==> src/rtl/div_pkg.sv <==
// rtl/div_pkg.sv - shared op/state types and op-decode helpers for the divider sign control.
package div_pkg;

  typedef enum logic [1:0] {
    OP_DIV  = 2'd0,
    OP_DIVU = 2'd1,
    OP_REM  = 2'd2,
    OP_REMU = 2'd3
  } div_op_e;

  typedef enum logic [2:0] {
    S_IDLE,
    S_START,
    S_WAIT,
    S_DONE,
    S_DRAIN
  } div_state_e;

  function automatic logic is_signed_op(div_op_e op);
    return (op == OP_DIV) || (op == OP_REM);
  endfunction

  function automatic logic is_rem_op(div_op_e op);
    return (op == OP_REM) || (op == OP_REMU);
  endfunction

endpackage

==> src/rtl/div_sign_ctrl_fixup.sv <==
// rtl/div_sign_ctrl_fixup.sv - result select and sign restore for quotient/remainder.
module div_fixup
  import div_pkg::*;
#(
  parameter int DATA_WIDTH = 32
) (
  input  div_op_e               op,
  input  logic                  sign_a,
  input  logic                  sign_b,
  input  logic [DATA_WIDTH-1:0] quot,
  input  logic [DATA_WIDTH-1:0] rem,
  output logic [DATA_WIDTH-1:0] result
);

  // Remainder takes the dividend's sign; quotient is negative when signs differ.
  always_comb begin
    result = quot;
    if (is_rem_op(op)) begin
      result = (is_signed_op(op) && sign_a) ? -rem : rem;
    end else if (is_signed_op(op) && (sign_a ^ sign_b)) begin
      result = -quot;
    end
  end

endmodule

==> src/rtl/div_sign_ctrl.sv <==
// rtl/div_sign_ctrl.sv - signed/unsigned wrapper around an unsigned iterative divider.
// Optional DIVREM_REUSE_EN: reuse the last divider result for a repeated operand pair.
module div_sign_ctrl
  import div_pkg::*;
#(
  parameter int DATA_WIDTH = 32
) (
  input  logic                  clk_i,
  input  logic                  rst_ni,
  input  logic                  req_valid_i,
  output logic                  req_ready_o,
  input  logic [1:0]            req_op_i,
  input  logic [DATA_WIDTH-1:0] req_a_i,
  input  logic [DATA_WIDTH-1:0] req_b_i,
  input  logic                  flush_i,
  output logic                  resp_valid_o,
  input  logic                  resp_ready_i,
  output logic [DATA_WIDTH-1:0] resp_data_o,
  output logic [DATA_WIDTH-1:0] div_dividend_o,
  output logic [DATA_WIDTH-1:0] div_divisor_o,
  output logic                  div_enable_o,
  input  logic                  div_finished_i,
  input  logic [DATA_WIDTH-1:0] div_quot_i,
  input  logic [DATA_WIDTH-1:0] div_rem_i
);

  localparam logic [DATA_WIDTH-1:0] MIN_INT  = {1'b1, {(DATA_WIDTH-1){1'b0}}};
  localparam logic [DATA_WIDTH-1:0] ALL_ONES = '1;

  div_state_e            state_q, state_d;
  div_op_e               op_q;
  logic                  sign_a_q, sign_b_q;
  logic [DATA_WIDTH-1:0] mag_a_q, mag_b_q, resp_q;
  logic                  alive_q;

  div_op_e               req_op;
  logic                  req_signed, req_sign_a, req_sign_b;
  logic [DATA_WIDTH-1:0] req_mag_a, req_mag_b;
  logic                  accept, special, reuse_hit;
  logic [DATA_WIDTH-1:0] special_result;

  div_op_e               fix_op;
  logic                  fix_sign_a, fix_sign_b;
  logic [DATA_WIDTH-1:0] fix_quot, fix_rem, fix_result;

  assign req_op     = div_op_e'(req_op_i);
  assign req_signed = is_signed_op(req_op);
  assign req_sign_a = req_signed & req_a_i[DATA_WIDTH-1];
  assign req_sign_b = req_signed & req_b_i[DATA_WIDTH-1];
  assign req_mag_a  = req_sign_a ? -req_a_i : req_a_i;
  assign req_mag_b  = req_sign_b ? -req_b_i : req_b_i;

  // alive_q keeps ready low during and right out of reset.
  assign req_ready_o    = alive_q && (state_q == S_IDLE) && !flush_i;
  assign accept         = req_valid_i && req_ready_o;
  assign resp_valid_o   = (state_q == S_DONE);
  assign resp_data_o    = resp_q;
  assign div_enable_o   = (state_q == S_START);
  assign div_dividend_o = mag_a_q;
  assign div_divisor_o  = mag_b_q;

  always_comb begin
    special        = 1'b0;
    special_result = '0;
    if (req_b_i == '0) begin
      special        = 1'b1;
      special_result = is_rem_op(req_op) ? req_a_i : ALL_ONES;
    end else if (req_signed && req_a_i == MIN_INT && req_b_i == ALL_ONES) begin
      special        = 1'b1;
      special_result = is_rem_op(req_op) ? '0 : MIN_INT;
    end
  end

`ifdef DIVREM_REUSE_EN
  logic                  reuse_valid_q, reuse_signed_q, reuse_sign_a_q, reuse_sign_b_q;
  logic [DATA_WIDTH-1:0] reuse_mag_a_q, reuse_mag_b_q, reuse_quot_q, reuse_rem_q;

  assign reuse_hit = reuse_valid_q && (reuse_signed_q == req_signed) &&
                     (reuse_sign_a_q == req_sign_a) && (reuse_sign_b_q == req_sign_b) &&
                     (reuse_mag_a_q == req_mag_a) && (reuse_mag_b_q == req_mag_b);

  always_ff @(posedge clk_i or negedge rst_ni) begin
    if (!rst_ni) begin
      reuse_valid_q  <= 1'b0;
      reuse_signed_q <= 1'b0;
      reuse_sign_a_q <= 1'b0;
      reuse_sign_b_q <= 1'b0;
      reuse_mag_a_q  <= '0;
      reuse_mag_b_q  <= '0;
      reuse_quot_q   <= '0;
      reuse_rem_q    <= '0;
    end else if (flush_i || state_q == S_START) begin
      reuse_valid_q <= 1'b0;
    end else if (state_q == S_WAIT && div_finished_i) begin
      reuse_valid_q  <= 1'b1;
      reuse_signed_q <= is_signed_op(op_q);
      reuse_sign_a_q <= sign_a_q;
      reuse_sign_b_q <= sign_b_q;
      reuse_mag_a_q  <= mag_a_q;
      reuse_mag_b_q  <= mag_b_q;
      reuse_quot_q   <= div_quot_i;
      reuse_rem_q    <= div_rem_i;
    end
  end
`else
  assign reuse_hit = 1'b0;
`endif

  // One fixup serves both the divider return (WAIT) and the reuse path (IDLE).
  always_comb begin
    fix_op     = op_q;
    fix_sign_a = sign_a_q;
    fix_sign_b = sign_b_q;
    fix_quot   = div_quot_i;
    fix_rem    = div_rem_i;
`ifdef DIVREM_REUSE_EN
    if (state_q == S_IDLE) begin
      fix_op     = req_op;
      fix_sign_a = req_sign_a;
      fix_sign_b = req_sign_b;
      fix_quot   = reuse_quot_q;
      fix_rem    = reuse_rem_q;
    end
`endif
  end

  div_fixup #(.DATA_WIDTH(DATA_WIDTH)) u_fixup (
    .op     (fix_op),
    .sign_a (fix_sign_a),
    .sign_b (fix_sign_b),
    .quot   (fix_quot),
    .rem    (fix_rem),
    .result (fix_result)
  );

  always_comb begin
    state_d = state_q;
    unique case (state_q)
      S_IDLE:  if (accept) state_d = (special || reuse_hit) ? S_DONE : S_START;
      S_START: state_d = flush_i ? S_DRAIN : S_WAIT;
      S_WAIT: begin
        if (flush_i)             state_d = div_finished_i ? S_IDLE : S_DRAIN;
        else if (div_finished_i) state_d = S_DONE;
      end
      S_DONE:  if (flush_i || resp_ready_i) state_d = S_IDLE;
      S_DRAIN: if (div_finished_i) state_d = S_IDLE;
      default: state_d = S_IDLE;
    endcase
  end

  always_ff @(posedge clk_i or negedge rst_ni) begin
    if (!rst_ni) begin
      state_q  <= S_IDLE;
      alive_q  <= 1'b0;
      op_q     <= OP_DIV;
      sign_a_q <= 1'b0;
      sign_b_q <= 1'b0;
      mag_a_q  <= '0;
      mag_b_q  <= '0;
      resp_q   <= '0;
    end else begin
      state_q <= state_d;
      alive_q <= 1'b1;
      if (accept) begin
        op_q     <= req_op;
        sign_a_q <= req_sign_a;
        sign_b_q <= req_sign_b;
        mag_a_q  <= req_mag_a;
        mag_b_q  <= req_mag_b;
      end
      if (accept && special)                                      resp_q <= special_result;
      else if (accept && reuse_hit)                               resp_q <= fix_result;
      else if (state_q == S_WAIT && div_finished_i && !flush_i)   resp_q <= fix_result;
    end
  end

endmodule

==> config.mk <==
export PLATFORM = sky130hd
export DESIGN_NAME = div_sign_ctrl
export DESIGN_NICKNAME = d
export VERILOG_FILES = /design/src/rtl/div_pkg.sv /design/src/rtl/div_sign_ctrl_fixup.sv /design/src/rtl/div_sign_ctrl.sv
export SDC_FILE = /design/constraint.sdc
export NUM_CORES = 1
export LEC_CHECK = 0
export ABC_CLOCK_PERIOD_IN_PS = 6300
export BUFFER_PORTS_ARGS = -buffer_cell sky130_fd_sc_hd__buf_2
export CORE_UTILIZATION = 58
export CTS_BUF_LIST = sky130_fd_sc_hd__clkbuf_2
export DETAILED_ROUTE_END_ITERATION = 6
export PLACE_DENSITY = 0.93
export RECOVER_POWER = 100
export SLEW_MARGIN = 20
export SYNTH_ARGS = -nofsm -noshare
export SYNTH_HDL_FRONTEND = slang
export SYNTH_SLANG_ARGS = --single-unit
==> constraint.sdc <==
create_clock -name clk_i -period 6.3 [get_ports clk_i]
set_input_delay 1.575 -clock clk_i [delete_from_list [all_inputs] [get_ports clk_i]]
set_output_delay 1.575 -clock clk_i [all_outputs]
set_load 0.03 [all_outputs]
Word level (Yosys, flattened, before mapping)
Index checks and enable logic that the tools add are counted.

word-level totals
  input port bits = 136
  word-level logic and storage cells = 73
  output and inout bits = 99
  register bits = 104

cells by class
  equal/unequal tests = 14
  add/sub/neg operators = 4
  reduce and logical (&&, ||, !) cells = 22
  mux-type cells = 22
  bitwise gates (word level) = 3

operators with widths
  operator                count
  $mux W32                11
  $neg A32 Y32            4
  $eq A32 B32 Y1 const B  2
  $logic_not A32 Y1       1
  $mux W3                 7
  $pmux W3 S5             1
  $logic_and A1 B1 Y1     10
  $eq A2 B2 Y1 const B    4
  $eq A3 B2 Y1 const B    2
  $logic_or A1 B1 Y1      5
  $logic_not A2 Y1        2
  $ne A2 B2 Y1 const B    2
  $reduce_and A4 Y1       1
  $eq A3 B1 Y1 const B    1
  $eq A3 B3 Y1 const B    1
  $logic_not A3 Y1        1
  $ne A3 B3 Y1 const B    1
  $and A1 B1 Y1           2
  $mux W1                 2
  $mux W2                 1
  $ne A2 B1 Y1 const B    1
  $reduce_bool A2 Y1      1
  $logic_not A1 Y1        1
  $xor A1 B1 Y1           1

Depth between registers and ports, before layout
  depth after elaboration = 9
  mapped depth = 11
  gate-level depth less buffers = 9

Hierarchy
From an unflattened synthesis, not the netlist that was laid out.

unflattened totals
  cell total of the unflattened synthesis = 927
  area, all modules = 7636.1 um^2

by module, submodules not included
  module         area each (um^2)  times used  cells each  seq. area each (um^2)
  div_sign_ctrl  5828.1            1           649         2602.5
  div_fixup      1808.0            1           278         0.0

Least setup slack after synthesis
Ideal clock, no wire load.

  path type = in2reg
  start point = in req_b_i[0]
  end point = reg resp_q[10] (netlist: resp_data_o[10])
  stages = 10
  setup slack = 2.521 ns
  arrival time = 3.714 ns
  data required time = 6.235 ns
  buffers on the path = 2
  cell sequence = inv_1 ha_1 nor3b_1 nand4_2 or4_4 or3_1 buf_2 buf_2 o21ai_1 o22a_1

on the way
  word-level cells in the longest chain between the ends = 6
  elaborated cells on any way between the ends = 10
  those cells by class = eq/ne (1); mux (5); reduce/logical (4)

ends and longest elaborated chain
  item                                            line                  source
  start: declaration                              div_sign_ctrl.sv:14   input logic [DATA_WIDTH-1:0] req_b_i,
  $eq A32 B32 Y1                                  div_sign_ctrl.sv:68   end else if (req_signed && req_a_i == MIN_INT && req_b_i == ALL_ONES) begin
  $logic_and A1 B1 Y1                             div_sign_ctrl.sv:68
  $mux W1                                         div_sign_ctrl.sv:68
  $mux W1                                         div_sign_ctrl.sv:65   if (req_b_i == '0) begin
  $logic_and A1 B1 Y1                             div_sign_ctrl.sv:171  if (accept && special) resp_q <= special_result;
  $mux W32 or $reduce_bool A2 Y1 (tied branches)  -
  end signal: assignment                          div_sign_ctrl.sv:171
  end signal: assignment                          div_sign_ctrl.sv:172  else if (accept && reuse_hit) resp_q <= fix_result;
  end signal: assignment                          div_sign_ctrl.sv:173  else if (state_q == S_WAIT && div_finished_i && !flush_i) resp_q <= fix_result;
  end: declaration                                div_sign_ctrl.sv:33   logic [DATA_WIDTH-1:0] mag_a_q, mag_b_q, resp_q;

Parallel ways exist; a longest one is shown, timed or not.
A chain may end at the register's enable or synchronous reset.

Final worst setup path
  start point = in flush_i
  end point = reg resp_q[22] (netlist: resp_data_o[22])

on the way
  word-level cells in the longest chain between the ends = 5
  elaborated cells on any way between the ends = 7
  those cells by class = mux (1); reduce/logical (6)

ends and longest elaborated chain
  item                                            line                                       source
  start: declaration                              div_sign_ctrl.sv:15                        input logic flush_i,
  $logic_not A1 Y1 (*)                            div_sign_ctrl.sv:54, div_sign_ctrl.sv:173
  $logic_and A1 B1 Y1                             div_sign_ctrl.sv:54                        assign req_ready_o = alive_q && (state_q == S_IDLE) && !flush_i;
  $logic_and A1 B1 Y1                             div_sign_ctrl.sv:55                        assign accept = req_valid_i && req_ready_o;
  $logic_and A1 B1 Y1                             div_sign_ctrl.sv:171
  $mux W32 or $reduce_bool A2 Y1 (tied branches)  -

Every way passes the cells marked *; elsewhere a longest branch is shown, timed or not.

==> results.txt <==
status: complete, but fails checks
failing checks: max-capacitance violations, max-slew violations
post-cts resize count: 0
clk_skew: 0.04745 ns
CP max-delay cell: nor3b_1
Final Cycle Share: 75.61%
P&R area growth vs syn: 15.53%
CTS tree: done
Arrival @ worst endpoint: 5.25 ns
largest net degree at the start of global routing: 65
1st-iter DRT viols: 771
Int Pwr: 1.753 mW
Clk pwr share: 8.2%
net switching power: 1.986 mW
share of flip-flops with an asynchronous set or reset: 100.0%
total number of yosys warnings: 0
synth top area cells: dfrtp_1, xnor2_1, xor2_1
Synth top area share: 34.29%
PortBufs: 234
Leak Pwr: 3.597 nW
vias in the first global route: 7,227
total gr overflow: 0
drt drc: 0
Seq cells post-synth: 104
top_reg_cell synth: dfrtp_1
worst-margin pin slew: 2.163 ns
layout cell share with drive strength beyond 1: 14.60%
RSZ-0062 raised after global routing: no
Setup-failing EPs final: 0
hold depth: 2
cell accounting for the most synthesized area: dfrtp_1
GPL Wtd Cong: 0.9369
Core Util, Final: 69.20%
Max Cap Violations: 2
pwr dens: 426.5 mW/mm²
Initial Util: 59.90%
maximum level of the CTS H-tree: 3
syn avg cell area: 8.066 µm²
Post-synth EDFFs: 0
die area: 0.01355 mm²
die width: 116.4 µm
register share of total power: 32.1%
sequential-to-total area share from yosys stat: 34.29%
Post-CTS Setup Inserts: 0
crit path launch type: primary input
antenna violations before repair: 0
FILL cells: 1,113
final-report hold violation count: 0
Tot Pwr: 3.739 mW
Core Region: 0.01267 mm²
clock-pin slew on the worst setup and hold paths: 0.23 ns
crit path max fanout: 51
Final Max Slew Viols: 107
fin area: 0.008768 mm²
GRT Util Overall: 33.63%
IO Pins: 235
CTS Hold Bufs: 0
row cnt: 41
worst reg-to-reg path cell count: 7
Critical Path RT: 6.78 ns
Net Sw Frac: 53.11%
CP cell instances: clkbuf_1 > nor3_1 > and3_1 > nand2_1 > nor3b_1 > or3_2 > o21ai_0 > o22a_1
Vias: 8,061
die height: 116.4 µm
largest stage delay on the critical path: 1.06 ns
DP HPWL: 17,580 µm
worst min-delay path category: flop to flop
total CTS buffers: 9
Max Clk Rate: 209.9 MHz
syn_nets: 1,082
Antenna Violating Nets Remaining: 0
clock sinks: 104
CTS root buf: clkbuf_2
minimum clock period: 4.763 ns
setup_tns: 0 ns
Logic pwr share: 59.6%
vias per cell: 6.116
Longest Clk Path Bufs: 2
Mapped Cells: 941
Clock Latency Late Sink: 0.60 ns
crit path capture type: flop
Peak VDD IR: 229.6 µV
routed len/inst: 17.15 µm
Critical Setup Path Class: primary input to flop
Placed Instance Area: 0.008805 mm²
router iterations before antenna repair: 7
first-pass GRT wire length: 35,290 µm
Slew HR: -44.23%
Post-Route WL: 22,610 µm
Final #Nets: 1,280
Mapped Area: 0.007590 mm²
post-synthesis cell type count: 60
-- Yosys cell counts (all sizes together) (18+ instances only) --
master,count
inv,22
clkbuf,42
xnor2,57
dfrtp,104
a21oi,64
nor3,30
o31ai,29
nor2b,25
nor2,99
nor4,21
o22a,18
o21ai,102
nand2,89
or3,20
xor2,53
-- flip-flops by register name, indices dropped and copies added (netlist names) --
name / cells
div_dividend_o: 32
fix_op: 2
state_q: 3
fix_sign_a: 1
fix_sign_b: 1
resp_data_o: 32
div_divisor_o: 32
alive_q: 1
-- power by group through the flow --
stage / sequential (mW) / clock (mW) / combinational (mW)
after floorplan: 1.80 / 0 / 1.01
after global placement: 1.19 / 0 / 2.26
after detailed placement: 1.20 / 0 / 2.31
after CTS: 1.19 / 0.311 / 2.31
after global routing: 1.24 / 0.336 / 2.43
final: 1.20 / 0.307 / 2.23
-- cells in the final DEF, fill, tap and decap left out, types with 3 or more instances in the layout --
cell	instances
nor3_1	29
buf_2	132
nand2_1	89
clkbuf_2	10
ha_1	5
o41ai_1	12
dfrtp_1	104
xnor2_1	57
buf_4	3
mux2i_1	12
o211ai_1	7
a21oi_1	62
or4_1	10
nor4_1	17
xor2_1	53
and3_1	3
nand2b_1	12
nand4_1	14
or3_1	19
o22ai_1	3
nor2_1	98
o31ai_1	29
nor3b_1	5
nor2b_1	25
nand3_1	17
or4_4	3
a31oi_1	13
o21ai_0	102
a221o_1	4
inv_1	22
clkbuf_1	104
nand3b_1	5
a211oi_1	5
o22a_1	18
-- layer usage --
layer / GRT usage [%] / up-vias / part of all wire, %
li1: - / 3771 / -
met1: 45.71 / 3736 / 43
met2: 51.20 / 464 / 44
met3: 5.293 / 90 / 8.2
met4: 18.97 / 0 / 4.8
met5: 0 / - / 0
-- final timing paths --
kind	slack (ns)	from	to
worst max register to register	2.13	state_q[2]$_DFFE_PN0P_	resp_data_o[22]$_DFFE_PN0P_
worst min register to register	0.51	div_dividend_o[11]$_DFFE_PN0P_	div_dividend_o[11]$_DFFE_PN0P_
max in group asynchronous	2.30	rst_ni	resp_data_o[18]$_DFFE_PN0P_
worst max-delay path	1.54	flush_i	resp_data_o[22]$_DFFE_PN0P_
worst min-delay path	0.51	div_dividend_o[11]$_DFFE_PN0P_	div_dividend_o[11]$_DFFE_PN0P_
min in group asynchronous	1.57	rst_ni	div_dividend_o[21]$_DFFE_PN0P_
-- stage by stage --
step / hold slack, ns / worst slack [ns] / cells
floorplan: 0.4704 / 2.521 / 941
global placement: 0.4561 / 1.564 / 1300
detailed placement: 0.4641 / 1.261 / 1300
CTS: 0.5132 / 1.932 / 1316
global route: 0.5327 / 1.139 / 1316
finish: 0.5113 / 1.537 / 1318
-- cells by family (layout without fill, tap and decap cells) --
family                     after synthesis  in the layout  synth area share [%]
muxes                                   13             13                 1.731
xor gates and xnor gates               110            110                 12.69
adders and majority gates                5              5                0.8243
and+or+nand+nor                        365            365                 24.68
buffers and inverters                   75            278                 4.072
other                                    1              3               0.04941
DFF                                    104            104                 34.29
AOI/OAI and AO/OA                      268            268                 21.66
-- area by class of cell --
cell class	instances	area, µm²	share of cell area (%)
flip-flops and latches	104	2603	29.68
inverters	22	82.58	0.9418
repair buffers	240	1079	12.30
clock inverters	7	62.56	0.7135
multi-input cells	762	4677	53.34
clock buffers	9	45.04	0.5137
well taps	172	215.2	2.454
diodes	2	5.005	0.05708
-- critical path, delay by kind of cell --
kind	cells	cell delay (ns)
simple gates	5	3.10
compound gates	2	0.42
buf+inv	1	0.13
(Power assumes the default switching activity.)
